File: src/rtl/wb_pkg.sv
// Shared types and constants for the Wishbone CPU master and its bus timer.
package wb_pkg;

  typedef enum logic [1:0] {
    IDLE = 2'd0,
    BUS  = 2'd1,
    DONE = 2'd2
  } wb_state_t;

  localparam int          TIMER_W          = 16;
  localparam logic [31:0] ERR_DATA_DEFAULT = 32'h0000_0000;

  // Increment that sticks at all-ones instead of wrapping back to zero
  function automatic logic [TIMER_W-1:0] sat_inc(input logic [TIMER_W-1:0] v);
    return (v == {TIMER_W{1'b1}}) ? v : v + 1'b1;
  endfunction

endpackage

File: src/rtl/wb_bus_timer.sv
// Saturating cycle counter that bounds a Wishbone cycle. expired is high in
// the BUS cycle that completes TIMEOUT cycles without a slave response.
module wb_bus_timer
  import wb_pkg::*;
#(
  parameter int TIMEOUT = 255
) (
  input  logic wb_clk_i,
  input  logic wb_rst_n_i,
  input  logic clear,
  input  logic enable,
  output logic expired
);

  localparam logic [TIMER_W-1:0] LAST = TIMER_W'(TIMEOUT - 1);

  logic [TIMER_W-1:0] count;

  // Count enabled cycles since the last clear, holding at the maximum value
  always_ff @(posedge wb_clk_i or negedge wb_rst_n_i) begin
    if (!wb_rst_n_i) begin
      count <= '0;
    end else if (clear) begin
      count <= '0;
    end else if (enable) begin
      count <= sat_inc(count);
    end
  end

  // count holds the number of earlier BUS cycles, so LAST marks the final one
  assign expired = enable && (count >= LAST);

endmodule

File: src/rtl/wb_cpu_master.sv
// Wishbone B3 classic master turning the CPU stall-based memory port into
// single bus cycles, each bounded by a timeout.
// Optional feature: define WB_CPU_MASTER_POSTED_WRITE_EN to let writes retire
// to the CPU one cycle after acceptance, with errors reported on post_err_o.
module wb_cpu_master
  import wb_pkg::*;
#(
  parameter int          TIMEOUT  = 255,
  parameter logic [31:0] ERR_DATA = ERR_DATA_DEFAULT
) (
  input  logic        wb_clk_i,
  input  logic        wb_rst_n_i,
  input  logic        cpu_req_i,
  input  logic        cpu_we_i,
  input  logic [3:0]  cpu_sel_i,
  input  logic [31:0] cpu_adr_i,
  input  logic [31:0] cpu_dat_i,
  output logic [31:0] cpu_dat_o,
  output logic        cpu_pause_o,
  output logic        cpu_err_o,
  output logic        post_err_o,
  output logic        wb_cyc_o,
  output logic        wb_stb_o,
  output logic        wb_we_o,
  output logic [3:0]  wb_sel_o,
  output logic [31:0] wb_adr_o,
  output logic [31:0] wb_dat_o,
  input  logic [31:0] wb_dat_i,
  input  logic        wb_ack_i,
  input  logic        wb_err_i
);

`ifdef WB_CPU_MASTER_POSTED_WRITE_EN
  localparam bit POSTED = 1'b1;
`else
  localparam bit POSTED = 1'b0;
`endif

  wb_state_t state;
  logic      posted_q;
  logic      retire_q;
  logic      post_err_q;
  logic      expired;

  wb_bus_timer #(
    .TIMEOUT(TIMEOUT)
  ) u_timer (
    .wb_clk_i  (wb_clk_i),
    .wb_rst_n_i(wb_rst_n_i),
    .clear     (state != BUS),
    .enable    (state == BUS),
    .expired   (expired)
  );

  // Access sequencer: latch the request, run one classic cycle, report back
  always_ff @(posedge wb_clk_i or negedge wb_rst_n_i) begin
    if (!wb_rst_n_i) begin
      state      <= IDLE;
      wb_cyc_o   <= 1'b0;
      wb_stb_o   <= 1'b0;
      wb_we_o    <= 1'b0;
      wb_sel_o   <= '0;
      wb_adr_o   <= '0;
      wb_dat_o   <= '0;
      cpu_dat_o  <= '0;
      cpu_err_o  <= 1'b0;
      posted_q   <= 1'b0;
      retire_q   <= 1'b0;
      post_err_q <= 1'b0;
    end else begin
      case (state)
        IDLE: begin
          cpu_err_o <= 1'b0;
          if (cpu_req_i) begin
            state    <= BUS;
            wb_cyc_o <= 1'b1;
            wb_stb_o <= 1'b1;
            wb_we_o  <= cpu_we_i;
            wb_sel_o <= cpu_sel_i;
            wb_adr_o <= cpu_adr_i;
            wb_dat_o <= cpu_dat_i;
            posted_q <= POSTED && cpu_we_i;
            retire_q <= POSTED && cpu_we_i;
          end
        end
        BUS: begin
          retire_q <= 1'b0;
          // Error (or timeout) takes priority over a simultaneous ack;
          // writes leave the CPU read data untouched either way.
          if (wb_err_i || expired) begin
            state    <= DONE;
            wb_cyc_o <= 1'b0;
            wb_stb_o <= 1'b0;
            if (!wb_we_o) cpu_dat_o <= ERR_DATA;
            if (posted_q) post_err_q <= 1'b1;
            else          cpu_err_o  <= 1'b1;
          end else if (wb_ack_i) begin
            state    <= DONE;
            wb_cyc_o <= 1'b0;
            wb_stb_o <= 1'b0;
            if (!wb_we_o) cpu_dat_o <= wb_dat_i;
          end
        end
        DONE: begin
          state     <= IDLE;
          cpu_err_o <= 1'b0;
          posted_q  <= 1'b0;
        end
        default: begin
          state    <= IDLE;
          wb_cyc_o <= 1'b0;
          wb_stb_o <= 1'b0;
        end
      endcase
    end
  end

  // Stall the CPU until DONE, except around a posted write, whose DONE keeps
  // pause up and whose first BUS cycle releases it to retire the write early
  always_comb begin
    cpu_pause_o = cpu_req_i && !((state == DONE) && !posted_q) && !retire_q;
  end

  assign post_err_o = post_err_q;

endmodule
File: config.mk
export PLATFORM = sky130hd
export DESIGN_NAME = wb_cpu_master
export DESIGN_NICKNAME = d
export VERILOG_FILES = /design/src/rtl/wb_pkg.sv /design/src/rtl/wb_bus_timer.sv /design/src/rtl/wb_cpu_master.sv
export SDC_FILE = /design/constraint.sdc
export NUM_CORES = 1
export LEC_CHECK = 0
export ABC_AREA = 1
export BUFFER_PORTS_ARGS = -buffer_cell sky130_fd_sc_hd__buf_2
export CAP_MARGIN = 30
export CORE_MARGIN = 3
export CORE_UTILIZATION = 50
export DETAILED_ROUTE_END_ITERATION = 10
export PLACE_DENSITY_LB_ADDON = 0.08
export SYNTH_ARGS = -nofsm -noshare
export SYNTH_HDL_FRONTEND = slang
export SYNTH_SLANG_ARGS = --single-unit
File: constraint.sdc
create_clock -name wb_clk_i -period 2.9 [get_ports wb_clk_i]
set_input_delay 0.145 -clock wb_clk_i [delete_from_list [all_inputs] [get_ports wb_clk_i]]
set_output_delay 0.145 -clock wb_clk_i [all_outputs]
set_load 0.01 [all_outputs]
Yosys cells after proc, flatten, opt, wreduce, memory -nomap -nowiden --
Cells that the tools add are included.
Operators by class: add/sub/neg operators 1, multiply operators 0, div/mod/pow operators 0, $lt $le $gt $ge 1, equality and inequality tests 11, shifts and indexed selects 0, mux-type cells 21, bitwise logic cells 1, reduce and logical (&&, ||, !) cells 24
Operators by type and width (count):
- 2-to-1 mux 32 bit | 4
- 2-to-1 mux 16 bit | 3
- adder 16 x 1 -> 16 bit (second input constant) | 1
- equality test 16 bit (second input constant) | 1
- greater-or-equal comparator 16 x 8 -> 1 bit (second input constant) | 1
- inequality test 2 bit (second input constant) | 5
- AND reduction 2 bit | 5
- nonzero test 2 bit | 5
- AND reduction 3 bit | 3
- 2-to-1 mux 1 bit | 6
- 2-to-1 mux 2 bit | 3
- one-hot mux 1 bit (2 select lines) | 3
- logical AND 1 bit | 4
- inequality test 2 x 1 -> 1 bit (second input constant) | 2
- one-hot mux 2 bit (2 select lines) | 1
- AND reduction 4 bit | 1
- zero test 1 bit | 3
- inequality test 3 bit (second input constant) | 1
- one-hot mux 1 bit (3 select lines) | 1
- equality test 2 x 1 -> 1 bit (second input constant) | 1
- equality test 2 bit (second input constant) | 1
- zero test 2 bit | 1
- OR reduction 2 bit | 1
- logical OR 1 bit | 1
- inverter 1 bit | 1
Word-level totals: register bits after elaboration 124, bits in latches 0, RAM bits 0, memory bits (read-only) 0, bits of input ports 106, logic and storage cells 71, memories 0

Depth between registers and ports, before layout --
depth after elaboration 5, gate-level depth with buffers 13, gate-level depth less buffers 12

By module --
Synthesis repeated with hierarchy kept, for this count alone.
Second synthesis, totals: cell total of the unflattened synthesis 685, area, all modules 5393.9 µm²
By module, submodules not included:
- wb_cpu_master | times used 1, cells each 526, area an instance 4325.4 µm², sequential area each 2627.5 µm²
- wb_bus_timer | times used 1, cells each 159, area an instance 1068.5 µm², sequential area each 400.4 µm²

Worst setup path before layout --
OpenSTA, ideal clock, no wires.
path type register to register, start point register u_timer.count[0], end point register cpu_dat_o[0], arrival time 1.365 ns, data required time 2.783 ns, setup slack 1.418 ns, stages on the path, launching flop included 13, path buffers 1, clock period less this slack 1.482 ns, cells stage by stage dfrtp_1 -> inv_1 -> ha_1 -> nor2_1 -> nor2_1 -> nand2_1 -> nand2_1 -> nand2_2 -> nand3_1 -> nand3_2 -> buf_4 -> nand2_1 -> nand2_1
Between the ends: word-level cells in the longest chain between the ends 5
Ends and longest elaborated chain:
- start, declared | RTL line wb_bus_timer.sv:17 | logic [TIMER_W-1:0] count;
- start signal, assigned | RTL line wb_bus_timer.sv:26 | count <= sat_inc(count);
- greater-or-equal comparator 16 x 8 -> 1 bit (*) | RTL line wb_bus_timer.sv:31 | assign expired = enable && (count >= LAST);
- logical AND 1 bit (*) | RTL line wb_bus_timer.sv:31
- logical OR 1 bit (*) | RTL line wb_cpu_master.sv:90 | if (wb_err_i || expired) begin
- inequality test 2 bit (no line) or nonzero test 2 bit (tied branches)
- AND reduction 4 bit (no line)
- end signal, assigned | RTL line wb_cpu_master.sv:101 | if (!wb_we_o) cpu_dat_o <= wb_dat_i;
- end, declared | RTL line wb_cpu_master.sv:18 | output logic [31:0] cpu_dat_o,
Every way passes the cells marked *; elsewhere a longest branch is shown, timed or not. A chain may end at the register's enable or synchronous reset.

Final worst setup path --
start point register u_timer.count[0], end point register cpu_dat_o[27]
The elaborated chain is that of the path after synthesis.

==> impl_results.rst <==
.. list-table::
   :header-rows: 1

   * - Metric
     - Value
   * - Result of the run
     - finished, final reports clean
   * - Detailed Routing Iterations Pass 1
     - 7
   * - Setup crit end kind
     - flop
   * - Worst clock skew on the final layout
     - ~0.0071 ns
   * - Initial drt markers
     - 271
   * - Final critical delay including setup and external delays
     - 2.14 ns
   * - Detail-routed net length per standard cell
     - between 15 and 20 um
   * - Wire length of the first global-routing pass
     - approximately 25,000 um
   * - Post-detailed-route count of antenna-violating nets
     - 0
   * - Worst IR drop on VDD
     - 541 uV
   * - Final estimated routing congestion in global placement
     - 0.865
   * - Clock root buffer master
     - clkbuf_8
   * - Number of distinct library cell variants in the gate-level netlist after synthesis
     - 31
   * - Placed instance area
     - ~6400 um^2
   * - Mean post-synth cell area
     - roughly 10 um^2
   * - Number of buffers inserted for hold repair after clock tree synthesis
     - between 100 and 150
   * - Layout-stage area growth over the synthesis result
     - 52.8%
   * - # clock sinks
     - approximately 120
   * - Leakage dissipation
     - approximately 4.2 nW
   * - WL final
     - 15,900 um
   * - Setup repair after global routing missed its margin
     - no
   * - Period Utilization, post-route
     - between 70% and 80%
   * - Std-Cell Core Area
     - between 9000 and 10,000 um^2
   * - DR DRC count
     - 0
   * - Number of antenna violations at the first check in global routing
     - 0
   * - DPL Wire Length
     - about 9600 um
   * - Antenna Diode Count
     - 0
   * - Number of nets produced by synthesis
     - between 600 and 700
   * - TritonCTS Buffers
     - 17
   * - Highest clock frequency the design can meet
     - 0.467 GHz
   * - Post-Route Setup TNS
     - 0 ns
   * - Clk slew on worst S/H paths
     - ~0.06 ns
   * - Share of post-route cells with drive strength above 1
     - just under 40%
   * - Data arrival at the endpoint of the critical path
     - approximately 2.6 ns
   * - Type of the most critical hold path
     - primary input to flop
   * - Remaining max-slew budget at the tightest pin
     - between 40 and 50%
   * - Num ports
     - roughly 210
   * - Final-stage net count
     - slightly above 900
   * - Tightest hold margin
     - 0.0311 ns
   * - Share of synthesized area occupied by flip-flops and latches
     - between 50% and 60%
   * - Worst setup path class
     - flop to flop
   * - CP required
     - 3.30 ns
   * - Actual slew at the worst max-slew pin
     - 0.829 ns
   * - Post-CTS sizing
     - 0
   * - Clock Tree Buf Depth
     - 2
   * - Gate Count Post-Synth
     - just over 500
   * - Total global routing overflow
     - 0
   * - Via density per instance
     - roughly 5
   * - Fillers
     - 611
   * - Cell area after technology mapping
     - approximately 5300 um^2
   * - Startpoint type of the worst setup path
     - flop
   * - Die height
     - ~110 um
   * - Clock tree from TritonCTS
     - built
   * - Vias in the first global route
     - approximately 5,200
   * - Endpoints failing setup
     - 0
   * - Die X-Extent
     - between 100 and 150 um
   * - Largest fanout on the critical path
     - 32
   * - Count of vias placed by the detailed router
     - between 4,000 and 5,000
   * - Effective utilization at floorplan
     - ~53%
   * - Top cell type's share of synthesized area
     - slightly below 60%
   * - Post-route standard cell area excluding fillers
     - between 8000 and 9000 um^2
   * - Synthesized flop and latch total
     - roughly 120
   * - Skew-Pair Late Insertion Delay
     - approximately 0.52 ns
   * - Number of placement rows
     - 36
   * - Count of buffers added by post-CTS timing repair for setup
     - 0
   * - Number of maximum-capacitance constraint violations
     - 0
   * - Die Outline Area
     - approximately 12,000 um^2
   * - Cell type with the highest aggregate area in the netlist
     - dfrtp_1
   * - Largest net degree at the start of global routing
     - 65
   * - GRT Resource Usage Total
     - around 28%
   * - Slew Viols, Final
     - 0
   * - Yosys synthesis warning count
     - 0
   * - Leading post-synthesis cells by cell area
     - dfrtp_1 58%, mux2_2 15%, nand2_1 6.9%, nand3_1 4.3%, nor2_1 3.9%
   * - H-Tree Depth
     - 4
   * - Number of buffers inserted by port buffering
     - 210
   * - Areal power density over the cells
     - ~830 nW/um^2
   * - Number of hold violations in the final report
     - 0
## per-stage QoR
step,utilization [%],instances,worst slack (ns),power [mW]
6_report,80.2,966,0.758,6.68
5_1_grt,80.2,966,0.557,7.00
4_1_cts,80.2,966,0.802,6.65
3_5_place_dp,64.0,831,0.876,4.43
3_3_place_gp,64.0,831,0.975,4.34
2_1_floorplan,-,503,1.42,3.55
## kinds of logic after synthesis
group | Yosys count | synth area share, %
buffers and inverters | 72 | 6.46
and+or+nand+nor | 212 | 17.4
other | 1 | 0.0714
muxes | 68 | 14.6
xor gates and xnor gates | 3 | 0.501
adders and majority gates | 2 | 0.477
DFF | 121 | 57.7
AOI/OAI and AO/OA | 24 | 2.86
## cell usage in the layout, fill, tap and decap left out, types with 2 or more instances in the layout
cell,count
a21oi_1,5
a31oi_1,4
buf_12,2
buf_2,209
buf_4,6
bufinv_16,3
clkbuf_16,16
clkbuf_8,3
clkinv_2,4
clkinvlp_4,4
dfrtp_1,121
dlygate4sd3_1,103
ha_1,2
inv_1,48
inv_2,2
mux2_2,68
nand2_1,95
nand2_2,4
nand2_4,2
nand3_1,45
nand4_1,7
nor2_1,54
o21ai_0,7
o21bai_1,2
o31ai_1,2
xor2_1,2
## registers in the layout, summed over array words and instances, names as in the netlist
register / flops
wb_stb_o: 1
u_timer.count: 16
wb_dat_o: 32
state: 2
wb_adr_o: 32
wb_we_o: 1
cpu_err_o: 1
cpu_dat_o: 32
wb_sel_o: 4
## layout make-up
class | instances | area (um^2) | share of cell area, %
Clock inverter | 12 | 149 | 1.86
Clock buffer | 20 | 445 | 5.55
Sequential cell | 121 | 3030 | 37.7
Inverter | 50 | 188 | 2.34
Timing Repair Buffer | 320 | 2160 | 26.9
Multi-Input combinational cell | 310 | 1890 | 23.5
Tap cell | 133 | 166 | 2.07
## report_power, final
group          switching [mW]  total, mW  internal [mW]
registers               0.336       2.58           2.24
clock network           0.749       2.10           1.35
logic                    1.05       2.01          0.956
## metal layers
metal	share of wire (%)	GRT usage, %	wire length, um
met5	0	0	0
met4	1.9	9.20	307
met3	7.0	8.66	1110
met2	53	49.8	8450
met1	38	31.8	6040
## final timing paths
kind                                        from       endpoint  slack, ns  cells past startpoint
worst max-delay path            u_timer.count[0]  cpu_dat_o[27]       0.76                     11
max in group asynchronous             wb_rst_n_i    wb_adr_o[7]       1.89                      3
min in group asynchronous             wb_rst_n_i       wb_stb_o       0.23                      2
worst min register to register     cpu_dat_o[10]  cpu_dat_o[10]       0.48                      2
worst max register to register  u_timer.count[0]  cpu_dat_o[27]       0.76                     11
worst min-delay path                    wb_err_i       state[0]       0.03                      4
## cell usage after synthesis
master     count
dfrtp_1      121
nand2_1       96
mux2_2        68
nor2_1        54
inv_1         48
nand3_1       45
buf_2         13
nand4_1        7
o21ai_0        7
a21oi_1        5
buf_6          5
a31oi_1        4
buf_4          4
nand2_2        3
ha_1           2
inv_2          2
nand2_4        2
o21bai_1       2
o31ai_1        2
xor2_1         2
a21boi_0       1
a21oi_2        1
conb_1         1
nand3_2        1
nor2_2         1
nor2_4         1
nor3_1         1
o211a_1        1
o2bb2ai_1      1
or2_2          1
xnor2_1        1
## critical path, cell delays in order (launching register included)
cell and delay, ns:
dfrtp_1 0.39, inv_1 0.11, ha_1 0.16, nor2_1 0.04, nor2_1 0.11, nand2_1 0.07
nand2_1 0.09, nand2_2 0.09, nand3_1 0.10, nand3_2 0.51, nand2_1 0.26, nand2_1 0.08
No activity file was read; power rests on OpenSTA's default activity.
